[config.mk]
export PLATFORM = sky130hd
export DESIGN_NAME = sync_pulse_multi_flat
export DESIGN_NICKNAME = d
export VERILOG_FILES = /design/src/rtl/sync_pkg.sv /design/src/rtl/sync_pulse_multi_if.sv /design/src/rtl/sync_filter_ch.sv /design/src/rtl/sync_pulse_multi.sv /design/src/flat_wrapper.sv
export SDC_FILE = /design/constraint.sdc
export NUM_CORES = 1
export LEC_CHECK = 0
export BUFFER_PORTS_ARGS = -buffer_cell sky130_fd_sc_hd__buf_4
export CORE_ASPECT_RATIO = 0.8
export CORE_MARGIN = 2
export CORE_UTILIZATION = 40
export CTS_BUF_LIST = sky130_fd_sc_hd__clkbuf_8 sky130_fd_sc_hd__clkbuf_16
export CTS_CLUSTER_DIAMETER = 80
export CTS_CLUSTER_SIZE = 10
export DETAILED_ROUTE_END_ITERATION = 7
export PLACE_DENSITY = 0.71
export SLEW_MARGIN = 20
export SYNTH_ARGS = -nofsm -noshare
export SYNTH_HDL_FRONTEND = slang
export SYNTH_HIERARCHICAL = 1
export SYNTH_SLANG_ARGS = --single-unit
[constraint.sdc]
create_clock -name clk -period 1.5 [get_ports clk]
set_clock_uncertainty 0.2 [all_clocks]
set_input_delay 0.3 -clock clk [delete_from_list [all_inputs] [get_ports clk]]
set_output_delay 0.3 -clock clk [all_outputs]
set_load 0.01 [all_outputs]
[src/rtl/sync_pkg.sv]
// sync_pkg: edge-mode encodings and filter counter sizing shared by the input conditioner
package sync_pkg;
  localparam logic [1:0] EDGE_RISE = 2'b01;
  localparam logic [1:0] EDGE_FALL = 2'b10;
  localparam logic [1:0] EDGE_BOTH = 2'b11;
  function automatic int cnt_width(input int filt_len);
    return (filt_len > 2) ? $clog2(filt_len) : 1;
  endfunction
endpackage

[src/rtl/sync_pulse_multi_if.sv]
// sync_pulse_multi_if: per-channel inputs and conditioned outputs of the multi-channel conditioner
interface sync_pulse_multi_if #(parameter int CH = 4);
  logic [CH-1:0] sig_i;
  logic [CH-1:0] clr_i;
  logic [CH-1:0] level_o;
  logic [CH-1:0] pulse_o;
  logic [CH-1:0] evt_o;
  logic irq_o;
  modport master(output sig_i, clr_i, input level_o, pulse_o, evt_o, irq_o);
  modport slave(input sig_i, clr_i, output level_o, pulse_o, evt_o, irq_o);
endinterface

[src/rtl/sync_filter_ch.sv]
// sync_filter_ch: one channel of synchroniser, glitch filter, edge pulse and sticky event flag
module sync_filter_ch
  import sync_pkg::*;
#(
  parameter int SYNC_STAGES = 2,
  parameter int FILT_LEN = 4,
  parameter logic [1:0] EDGE_MODE = EDGE_BOTH
) (
  input  logic clk,
  input  logic rst,
  input  logic sig_i,
  input  logic clr_i,
  output logic level_o,
  output logic pulse_o,
  output logic evt_o
);
  localparam int CW = cnt_width(FILT_LEN);
  localparam logic [CW-1:0] CNT_MAX = CW'(FILT_LEN - 1);
  (* ASYNC_REG = "TRUE" *) logic [SYNC_STAGES-1:0] sync_q;
  logic [SYNC_STAGES-1:0] sync_d;
  logic [CW-1:0] cnt_q, cnt_d;
  logic level_q, level_d, pulse_q, pulse_d, evt_q, evt_d;
  logic sync_s, diff, accept;
  always_comb begin
    sync_d = {sync_q[SYNC_STAGES-2:0], sig_i};
    sync_s = sync_q[SYNC_STAGES-1];
    diff = sync_s != level_q;
    accept = diff && (cnt_q == CNT_MAX);
    cnt_d = (diff && !accept) ? cnt_q + 1'b1 : '0;
    level_d = accept ? sync_s : level_q;
    pulse_d = accept && (sync_s ? EDGE_MODE[0] : EDGE_MODE[1]);
    // A pulse arriving together with a clear keeps the flag set
    evt_d = pulse_q || (evt_q && !clr_i);
  end
  always_ff @(posedge clk or posedge rst) begin
    if (rst) begin
      sync_q <= '0;
      cnt_q <= '0;
      level_q <= 1'b0;
      pulse_q <= 1'b0;
      evt_q <= 1'b0;
    end else begin
      sync_q <= sync_d;
      cnt_q <= cnt_d;
      level_q <= level_d;
      pulse_q <= pulse_d;
      evt_q <= evt_d;
    end
  end
  assign level_o = level_q;
  assign pulse_o = pulse_q;
  assign evt_o = evt_q;
endmodule

[src/rtl/sync_pulse_multi.sv]
// sync_pulse_multi: CH independent async-input conditioners with an OR-ed event interrupt
module sync_pulse_multi
  import sync_pkg::*;
#(
  parameter int CH = 4,
  parameter int SYNC_STAGES = 2,
  parameter int FILT_LEN = 4,
  parameter logic [1:0] EDGE_MODE = EDGE_BOTH
) (
  input logic clk,
  input logic rst,
  sync_pulse_multi_if.slave bus
);
  if (CH < 1 || SYNC_STAGES < 2 || FILT_LEN < 1 || EDGE_MODE == 2'b00) begin : g_bad_param
    $fatal(1, "sync_pulse_multi: illegal parameter set");
  end
  logic [CH-1:0] level, pulse, evt;
  for (genvar i = 0; i < CH; i++) begin : g_ch
    sync_filter_ch #(
      .SYNC_STAGES(SYNC_STAGES),
      .FILT_LEN(FILT_LEN),
      .EDGE_MODE(EDGE_MODE)
    ) u_ch (
      .clk(clk),
      .rst(rst),
      .sig_i(bus.sig_i[i]),
      .clr_i(bus.clr_i[i]),
      .level_o(level[i]),
      .pulse_o(pulse[i]),
      .evt_o(evt[i])
    );
  end
  assign bus.level_o = level;
  assign bus.pulse_o = pulse;
  assign bus.evt_o = evt;
  assign bus.irq_o = |evt;
endmodule

[src/flat_wrapper.sv]
// flat-port wrapper written by rule: the top's interface ports become plain ports
module sync_pulse_multi_flat import sync_pkg::*;
#(
  parameter int CH = 4,
  parameter int SYNC_STAGES = 2,
  parameter int FILT_LEN = 4,
  parameter logic [1:0] EDGE_MODE = EDGE_BOTH
)
  (clk, rst, bus_sig_i, bus_clr_i, bus_level_o, bus_pulse_o, bus_evt_o, bus_irq_o);
  sync_pulse_multi_if #(.CH(CH)) bus_i ();
  input logic clk;
  input logic rst;
  input wire logic [$bits(bus_i.sig_i)-1:0] bus_sig_i;
  input wire logic [$bits(bus_i.clr_i)-1:0] bus_clr_i;
  output wire logic [$bits(bus_i.level_o)-1:0] bus_level_o;
  output wire logic [$bits(bus_i.pulse_o)-1:0] bus_pulse_o;
  output wire logic [$bits(bus_i.evt_o)-1:0] bus_evt_o;
  output wire logic [$bits(bus_i.irq_o)-1:0] bus_irq_o;
  assign bus_i.sig_i = bus_sig_i;
  assign bus_i.clr_i = bus_clr_i;
  assign bus_level_o = bus_i.level_o;
  assign bus_pulse_o = bus_i.pulse_o;
  assign bus_evt_o = bus_i.evt_o;
  assign bus_irq_o = bus_i.irq_o;
  sync_pulse_multi #(.CH(CH), .SYNC_STAGES(SYNC_STAGES), .FILT_LEN(FILT_LEN), .EDGE_MODE(EDGE_MODE)) u_core (.clk(clk), .rst(rst), .bus(bus_i));
endmodule
### Word-level counts from Yosys, hierarchy flattened

Index checks and enable logic that the tools add are counted.
Widths: inputs -> output; s select.

* output and inout port bits: 13
* register bits: 28

* eq/ne operators: 8
* mux-type cells: 4
* add/sub/neg operators: 4
* reductions and logical operators: 25

Operator list (count)
* $logic_and 1x1->1: 12
* $add 2x1->2 const B: 4
* $eq 2x2->1 const B: 4
* $logic_not 1->1: 8
* $mux 2: 4
* $logic_or 1x1->1: 4
* $ne 1x1->1: 4
* $reduce_or 4->1: 1

### Logic depth before layout (Yosys ltp)

* depth in word-level cells: 5
* mapped depth: 2
* gate-level depth less buffers: 2

### Modules after synthesis

Netlist, hierarchy kept.

Modules (own cells, without submodules)
* sync_filter_ch: cells an instance 16, instances 4, area an instance 246.5 µm²
* sync_pulse_multi: cells an instance 1, instances 1, area an instance 7.5 µm²

### Worst setup path after synthesis

Ideal clock, no wire load.

* kind: flip-flop to output port
* from: register u_core.g_ch[1].u_ch.evt_q
* to: output bus_irq_o
* arrival: 981 ps
* cell stages (with the launch flop): 2
* data required time: 1000 ps
* buffers on the path: 0
* path slack: 19 ps
* cell sequence: dfrtp_1 -> or4_1

* word-level cells in the longest chain between the ends: 1

RTL lines
* start: declaration: line sync_filter_ch.sv:22 `logic level_q, level_d, pulse_q, pulse_d, evt_q, evt_d;`
* start signal: assignment: line sync_filter_ch.sv:47 `evt_q <= evt_d;`
* $reduce_or 4->1: line sync_pulse_multi.sv:36 `assign bus.irq_o = |evt;`
* end: declaration: line flat_wrapper.sv:18 `output wire logic [$bits(bus_i.irq_o)-1:0] bus_irq_o;`

Every way passes these cells.

### Worst setup path after layout

Ends and elaborated chain as after synthesis.

==> results.py <==
metrics = {
    "cts": {
        "root_buffer": "clkbuf_8",
        "cts_max_level": 1,
        "cts_buffers": 3,
        "clk_pin_slew_ns": 0.09,
        "max-clock-path-buffers": 2,
        "insertion_delay_ns": 0.27,
        "clock-sinks": 28,
        "cts_tree": "built",
    },
    "grt": {
        "antenna_found_initial": 0,
        "grt.total_usage_pct": 11.7,
        "grt_max_degree": 17,
        "overflow": 0,
        "grt_pass1_wl_um": 2490,
        "first_global_vias": 578,
    },
    "timing": {
        "setup_viol": 2,
        "timing.setup.tns_ns": -0.358,
        "whs_ns": 0.0997,
        "rsz0062_at_grt": "true",
        "period_minus_slack_ns": 1.82,
        "clock.fmax_mhz": 550,
        "tightestPinTransition_ns": 0.317,
        "layout_worst_path_cycle_share_pct": 121,
        "maxSlewViolCount": 0,
        "fin_ws_ns": -0.319,
        "slew_headroom_pct": 78.7,
        "hold_viol_final": 0,
    },
    "placed_design": {
        "place_hpwl_um": 1100,
        "gp_congestion": 0.661,
        "port_buffers": 22,
        "placed_cells": 118,
    },
    "logic_synthesis": {
        "seq_area_frac_synth_pct": 70.5,
        "synth_nets": 79,
        "yosysUniqueCellTypes": 10,
        "ys_seq_elements": 28,
        "yosysTopAreaCell": "dfrtp_1",
        "ys_top_cells_by_area": "dfrtp_1 71%, ha_1 5.0%, nor3b_2 5.0%",
        "synth_cells": 65,
        "synth.avg_cell_area_um2": 15.3,
        "syn_area_um2": 993,
        "netlist.area_leader.share_pct": 70.5,
        "synth_warnings": 6,
    },
    "critical_path": {
        "cp.required_ns": 1.00,
        "crit_fanout": 2,
        "crit_path_start": "u_core/g_ch[1].u_ch/evt_o",
        "path_class": "flop to output port",
        "cp_data_arrival_time_ns": 1.32,
        "timing.rr.start": "u_core/g_ch[0].u_ch/cnt_q[0]",
        "endpoint_kind": "output port",
        "start_kind": "flop",
    },
    "detailed_routing": {
        "num_vias": 559,
        "drt_iter0_drc": 5,
        "wl_per_cell_um": 11.2,
        "antenna_left": 0,
        "drc": 0,
        "first_pass_iters": 3,
        "vias_per_cell": 4.37,
        "wirelength_um": 1430,
    },
    "power_and_ir_drop": {
        "switchingPower_w": 0.000611,
        "combPwrFrac_pct": 30.9,
        "p_seq_share_pct": 44.8,
        "clkPwrFrac_pct": 24.2,
        "finalPower_w": 0.00235,
        "vdd_drop_max_mv": 1.16,
        "internal_power_w": 0.00174,
        "power_density_mw_per_mm2": 1730,
        "p_sw_share_pct": 26.0,
        "p_leak_nw": 0.733,
    },
    "layout": {
        "multi_input_area_um2": 267,
        "fillers": 210,
        "area_growth_pct": 36.8,
        "stdcell_count": 128,
        "diodes": 0,
        "regArea_um2": 701,
        "final_util_pct": 56.6,
        "nets": 116,
        "drive_above_1_share_pct": 39.6,
    },
    "run_status": {
        "outcome": "finished with violations",
        "failed_checks": "negative setup slack",
    },
    "hold_path": {
        "timing.hold.worst.start": "bus_clr_i[2]",
        "min_path_type": "input port to flop",
    },
    "job": {
        "maxCapViolations": 0,
    },
    "floorplanning": {
        "start_util_pct": 41.4,
        "ioPinCount": 23,
        "coreArea_mm2": 0.00240,
        "die_area_mm2": 0.00290,
        "rows": 16,
        "fp.dieW_um": 59.7,
        "dieHeight_um": 48.6,
    },
}
-- final timing paths --
| kind | slack, ns | to | depth (start not counted) |
|---|---|---|---|
| worst max-delay path | -0.32 | bus_irq_o | 2 |
| worst min-delay path | 0.1 | u_core/g_ch[2].u_ch/evt_o | 3 |
| min in group asynchronous | 0.33 | u_core/g_ch[2].u_ch/pulse_o | 3 |
| worst min register to register | 0.16 | u_core/g_ch[3].u_ch/sync_q[1] | 0 |
| worst max register to register | 0.24 | u_core/g_ch[0].u_ch/level_o | 2 |
| max in group asynchronous | 0.55 | u_core/g_ch[3].u_ch/cnt_q[0] | 3 |
-- registers in the layout, summed over array words and instances (netlist names) --
| name | flops |
|---|---|
| u_core/g_ch.u_ch/cnt_q | 8 |
| u_core/g_ch.u_ch/sync_q | 8 |
| u_core/g_ch.u_ch/evt_o | 4 |
| u_core/g_ch.u_ch/pulse_o | 4 |
| u_core/g_ch.u_ch/level_o | 4 |
-- per-stage QoR --
stage	cell area (um^2)	setup WS, ns
after floorplan	993	0.0192
after global placement	1220	-0.0133
after detailed placement	1220	-0.0238
after CTS	1350	-0.332
after global routing	1360	-0.361
final	1360	-0.319
-- timing repair --
action,in CTS,in global routing
endpoints found under the setup margin,1,1
buffers inserted,0,1
hold buffers,5,0
endpoints found under the hold margin,32,0
resized for setup,2,0
pin swaps,1,0
-- worst max-delay path, cell delays in order (launching register included) --
cell and delay, ns:
dfrtp_1 0.39, or4_4 0.53, buf_6 0.13
-- Yosys cell counts, drive strengths merged --
| cell | n |
|---|---|
| or4 | 1 |
| ha | 4 |
| nor3 | 4 |
| xnor2 | 4 |
| mux2 | 4 |
| dfrtp | 28 |
| inv | 8 |
| a21o | 4 |
| nor3b | 4 |
| nor2b | 4 |
-- logic make-up after synthesis --
logic type,count (synthesis),share of synthesized area [%]
AO/OA/AOI/OAI,4,3.02
XOR/XNOR,4,3.53
adder cells (fa/ha/maj),4,5.04
buffers and inverters,8,3.02
flip-flops,28,70.5
multiplexers,4,4.53
AND/OR/NAND/NOR,13,10.3
-- power groups by stage --
stage | logic [W] | registers, W | clock network [W]
after floorplan | 0.000353 | 0.00110 | 0
after global placement | 0.000661 | 0.00106 | 0
after detailed placement | 0.000683 | 0.00107 | 0
after CTS | 0.000728 | 0.00106 | 0.000592
after global routing | 0.000812 | 0.00108 | 0.000631
final | 0.000728 | 0.00106 | 0.000570
-- area by class of cell --
class	instances	area share, %
tap	27	2.49
inverter	8	2.21
sequential	28	51.6
clock buffer	3	3.04
clock inverter	1	2.21
timing repair buffer	32	18.9
multi-input combinational	29	19.6
-- routing by layer --
metal	up-vias	part of all wire (%)	track usage [%]
met5	-	0	0
met4	0	1.1	3.33
met3	2	6.8	4.81
met2	19	48	17.4
met1	258	44	15.7
li1	280	-	-
-- cells in the final DEF (no fill, tap or decap), types with 3 or more instances in the layout --
| cell type | count |
|---|---|
| ha_1 | 4 |
| xnor2_1 | 4 |
| inv_1 | 8 |
| nor3_1 | 4 |
| a21o_1 | 4 |
| dfrtp_1 | 28 |
| mux2_2 | 4 |
| clkbuf_8 | 3 |
| nor3b_2 | 4 |
| nor2b_1 | 4 |
| dlygate4sd3_1 | 5 |
| buf_4 | 26 |
No activity file was read; power rests on OpenSTA's default activity.
